### src/rtl/nibble_packer.sv
// nibble_packer: packs pairs of accepted 4-bit nibbles into bytes behind a
// single-entry output register. A lone held nibble can be flushed out as a
// zero-padded partial byte. byte_count tracks consumed bytes (mod 256).
module nibble_packer #(
    parameter bit FIRST_IN_MSB = 1'b1
) (
    input  logic       clk,
    input  logic       rst,
    input  logic       in_valid,
    input  logic [3:0] in_data,
    output logic       in_ready,
    input  logic       flush,
    output logic       out_valid,
    output logic [7:0] out_data,
    output logic       out_partial,
    input  logic       out_ready,
    output logic [7:0] byte_count
);

    typedef enum logic {EMPTY = 1'b0, HALF = 1'b1} state_t;

    state_t     state;
    logic [3:0] held;

    logic slot_free;
    logic accept;
    logic consume;
    logic load_full;
    logic load_part;

    // Handshake qualifiers. In HALF a new byte can only be produced when the
    // output slot is free this cycle; flush wins over a pending nibble.
    always_comb begin
        slot_free = !out_valid || out_ready;
        in_ready  = (state == EMPTY) ? 1'b1 : (slot_free && !flush);
        accept    = in_valid && in_ready;
        consume   = out_valid && out_ready;
        load_full = (state == HALF) && accept;
        load_part = (state == HALF) && flush && slot_free;
    end

    // Pair packing: first nibble lands in the high half when FIRST_IN_MSB.
    function automatic logic [7:0] pack(input logic [3:0] first,
                                        input logic [3:0] second);
        return FIRST_IN_MSB ? {first, second} : {second, first};
    endfunction

    // Nibble holding FSM.
    always_ff @(posedge clk or posedge rst) begin
        if (rst) begin
            state <= EMPTY;
            held  <= 4'h0;
        end else begin
            case (state)
                EMPTY: begin
                    // flush is meaningless with nothing held
                    if (accept) begin
                        held  <= in_data;
                        state <= HALF;
                    end
                end
                HALF: begin
                    if (load_full || load_part)
                        state <= EMPTY;
                end
                default: state <= EMPTY;
            endcase
        end
    end

    // Output register: a load in the same cycle as a consume replaces the
    // byte without dropping out_valid, so back-to-back bytes have no bubble.
    always_ff @(posedge clk or posedge rst) begin
        if (rst) begin
            out_valid   <= 1'b0;
            out_data    <= 8'h00;
            out_partial <= 1'b0;
        end else if (load_full) begin
            out_valid   <= 1'b1;
            out_data    <= pack(held, in_data);
            out_partial <= 1'b0;
        end else if (load_part) begin
            out_valid   <= 1'b1;
            out_data    <= pack(held, 4'h0);
            out_partial <= 1'b1;
        end else if (consume) begin
            out_valid   <= 1'b0;
        end
    end

    // Consumed-byte counter, partial bytes included; wraps naturally.
    always_ff @(posedge clk or posedge rst) begin
        if (rst)
            byte_count <= 8'h00;
        else if (consume)
            byte_count <= byte_count + 8'd1;
    end

endmodule
### config.mk
export PLATFORM = sky130hd
export DESIGN_NAME = nibble_packer
export DESIGN_NICKNAME = d
export VERILOG_FILES = /design/src/rtl/nibble_packer.sv
export SDC_FILE = /design/constraint.sdc
export NUM_CORES = 1
export LEC_CHECK = 0
export ABC_AREA = 1
export CORE_MARGIN = 1.5
export CORE_UTILIZATION = 49
export CTS_BUF_LIST = sky130_fd_sc_hd__clkbuf_4 sky130_fd_sc_hd__clkbuf_8
export DETAILED_ROUTE_END_ITERATION = 6
export PLACE_DENSITY = 0.92
export SLEW_MARGIN = 25
export SYNTH_ARGS = -nofsm -noshare
export SYNTH_HDL_FRONTEND = slang
export SYNTH_SLANG_ARGS = --single-unit
export TNS_END_PERCENT = 50
### constraint.sdc
create_clock -name clk -period 1.5 [get_ports clk]
set_clock_uncertainty 0.15 [all_clocks]
set_input_delay 0.3 -clock clk [delete_from_list [all_inputs] [get_ports clk]]
set_output_delay 0.3 -clock clk [all_outputs]
set_load 0.1 [all_outputs]
==> flow_summary.json <==
{
  "synthTopCellsByCount": "43 x nand2_1, 23 x dfrtp_1, 16 x nand3_1, 11 x inv_1",
  "drive_gt1_share_pct": 35.0,
  "die_area_sq_um": 2450,
  "cts_max_level": 1,
  "die_h_microns": 49.5,
  "top_layer": "met4",
  "root_buffer": "clkbuf_4",
  "outcome": "complete, but fails checks",
  "synth_nets": 130,
  "area_growth_pct": 58.5,
  "synth_seq_cells": 23,
  "setup_viol": 2,
  "slowest_delay_ns": 0.51,
  "seq_area_sq_um": 594,
  "hpwl_microns": 1930,
  "grt_overflow": 0,
  "slew_viol_final": 0,
  "crit_path_start_kind": "register",
  "synth_edf_count": 0,
  "nNetsFinal": 171,
  "netlist_area_sq_um": 1060,
  "drt.antenna.violating_nets": 0,
  "yosysUniqueCellTypes": 16,
  "r2r_setup_slack_ns": 0.04,
  "vias": 998,
  "place.gp.congestion": 0.847,
  "worst_pin_slew_ns": 0.290,
  "violations": "setup timing",
  "yosys_warnings": 0,
  "cts_tree": "built",
  "path_max_fanout": 2,
  "synth_top_area_share_pct": 54.2,
  "io_pins": 28,
  "start_util_pct": 53.0,
  "critPathBufInv": 1,
  "grt_pass1_vias": 1044,
  "cts_buffers": 3,
  "r2r-start": "byte_count[0]$_DFFE_PP0P_",
  "yosysTopAreaCell": "dfrtp_1",
  "clk_pin_slew_ns": 0.13,
  "die_x_microns": 49.5,
  "final_hold_viol_count": 0,
  "multi_input_area_sq_um": 437,
  "reg2reg_to": "byte_count[6]$_DFFE_PP0P_",
  "yosysSeqAreaShare_pct": 54.2,
  "setup.worst_path.end_class": "output pin",
  "ys.flop_type": "dfrtp_1",
  "drt_first_iter_violations": 16,
  "fp.coreArea_sq_um": 2000,
  "holdWs_ns": 0.174,
  "drv_cap": 0,
  "syn_area_per_cell_sq_um": 8.84,
  "required_ns": 1.05,
  "path_class": "reg -> out",
  "grt_max_degree": 24,
  "arrival_ns": 1.18,
  "grt_usage_pct": 24.5,
  "diodes": 0,
  "cts_buffer_depth": 2,
  "clk_latency_ns": 0.31,
  "yosysMostFrequentCell": "nand2_1",
  "port_buffers": 27,
  "hold_path_class": "in -> async",
  "filler_cell_count": 100,
  "min_period_ns": 1.63,
  "avgViaCountPerCell": 5.34,
  "wl_met3_microns": 113,
  "cts_sinks": 23,
  "async_reset_ff_share_pct": 100,
  "totalWireLength_microns": 2690,
  "max_freq_mhz": 612,
  "post-route-drc-count": 0,
  "worst_path_max_delay_cell": "dfrtp_4",
  "reg2reg_depth": 6,
  "synth_cells": 120,
  "post-route-period-util_pct": 109,
  "rows": 16,
  "crit_family": "flip-flops",
  "grt_setup_unrepaired": "yes",
  "netlist_top_cells_area": "dfrtp_1 54%, nand2_1 15%, nand3_1 7.5%",
  "setup_ws_ns": -0.135,
  "cp_common_cell": "nand2_4",
  "final_util_pct": 84.0,
  "drt-met1-wl_microns": 1020,
  "first_pass_iters": 4,
  "wl_met2_microns": 1500,
  "grt_antenna_before_repair": 0,
  "relSlewSlack_pct": 80.7,
  "grt_pass1_wl_microns": 4520,
  "post_drt_wl_per_cell_microns": 14.4,
  "worstPathCellList": "nand2_4 -> nand2_4 -> nand2_4 -> buf_12"
}
how the worst max path moves through the flow:
stage,startpoint,endpoint,depth (start not counted)
2_1_floorplan,out_valid$_DFFE_PP0P_,in_ready,3
3_3_place_gp,out_ready,in_ready,6
3_5_place_dp,out_ready,byte_count[6]$_DFFE_PP0P_,7
4_1_cts,out_valid$_DFFE_PP0P_,in_ready,4
5_1_grt,out_valid$_DFFE_PP0P_,in_ready,4
6_report,out_valid$_DFFE_PP0P_,in_ready,4
layer usage:
layer	vias to the layer above	global-route usage [%]
li1	467	-
met1	486	26.3
met2	37	46.7
met3	8	2.73
met4	0	12.0
met5	-	0
state kept, by name, indices dropped and copies added (netlist names):
signal and cells:
byte_count 8, held 4, state 1, out_partial 1, out_data 8, out_valid 1
cells in the final DEF, fill, tap and decap left out:
cell	count
inv_1	10
ha_1	1
nand2_4	3
inv_2	3
buf_12	19
clkbuf_4	3
mux2_2	1
nand3b_1	3
dlygate4sd2_1	2
clkdlybuf4s50_1	6
xor2_1	2
nand3_4	1
dfrtp_4	3
dfrtp_2	6
nand3_2	3
clkinv_2	1
nand4_1	4
nor2_1	4
nor2_2	2
a21oi_1	1
buf_4	11
nand3_1	16
nand2_1	41
dfrtp_1	14
through the flow:
stage	area [sq um]	worst slack, ns	cells	setup TNS [ns]
2_1_floorplan	1090	-0.0682	120	-0.0837
3_3_place_gp	1630	-0.203	181	-2.34
3_5_place_dp	1630	-0.270	181	-3.47
4_1_cts	1670	-0.127	187	-0.228
5_1_grt	1680	-0.186	187	-0.433
6_report	1680	-0.135	187	-0.237
kinds of logic after synthesis:
family | Yosys count | share of synthesized area (%)
adder cells (fa/ha/maj) | 1 | 1.18
XOR/XNOR | 2 | 1.65
AO/OA/AOI/OAI | 1 | 0.471
flip-flops | 23 | 54.2
AND/OR/NAND/NOR | 77 | 34.7
multiplexers | 1 | 1.06
buffers and inverters | 15 | 6.72
repair_timing:
action,CTS,global route
setup buffers,2,0
pin swaps,1,0
endpoints found under the setup margin,1,12
hold buffers,0,0
resized for setup,5,2
cell type report:
class	instances	area share, %
sequential	23	35.3
inverter	13	2.90
multi-input combinational	82	26.0
tap	27	2.01
clock buffer	3	1.34
timing repair buffer	38	32.1
clock inverter	1	0.298
worst min-delay path: cells and delay by family:
kind                   cells  cell delay (ns)
buffers and inverters      3             0.74
Power is left out: the tool's default activity adds up to more than one toggle a clock period on the data nets, which glitch-free logic cannot reach.
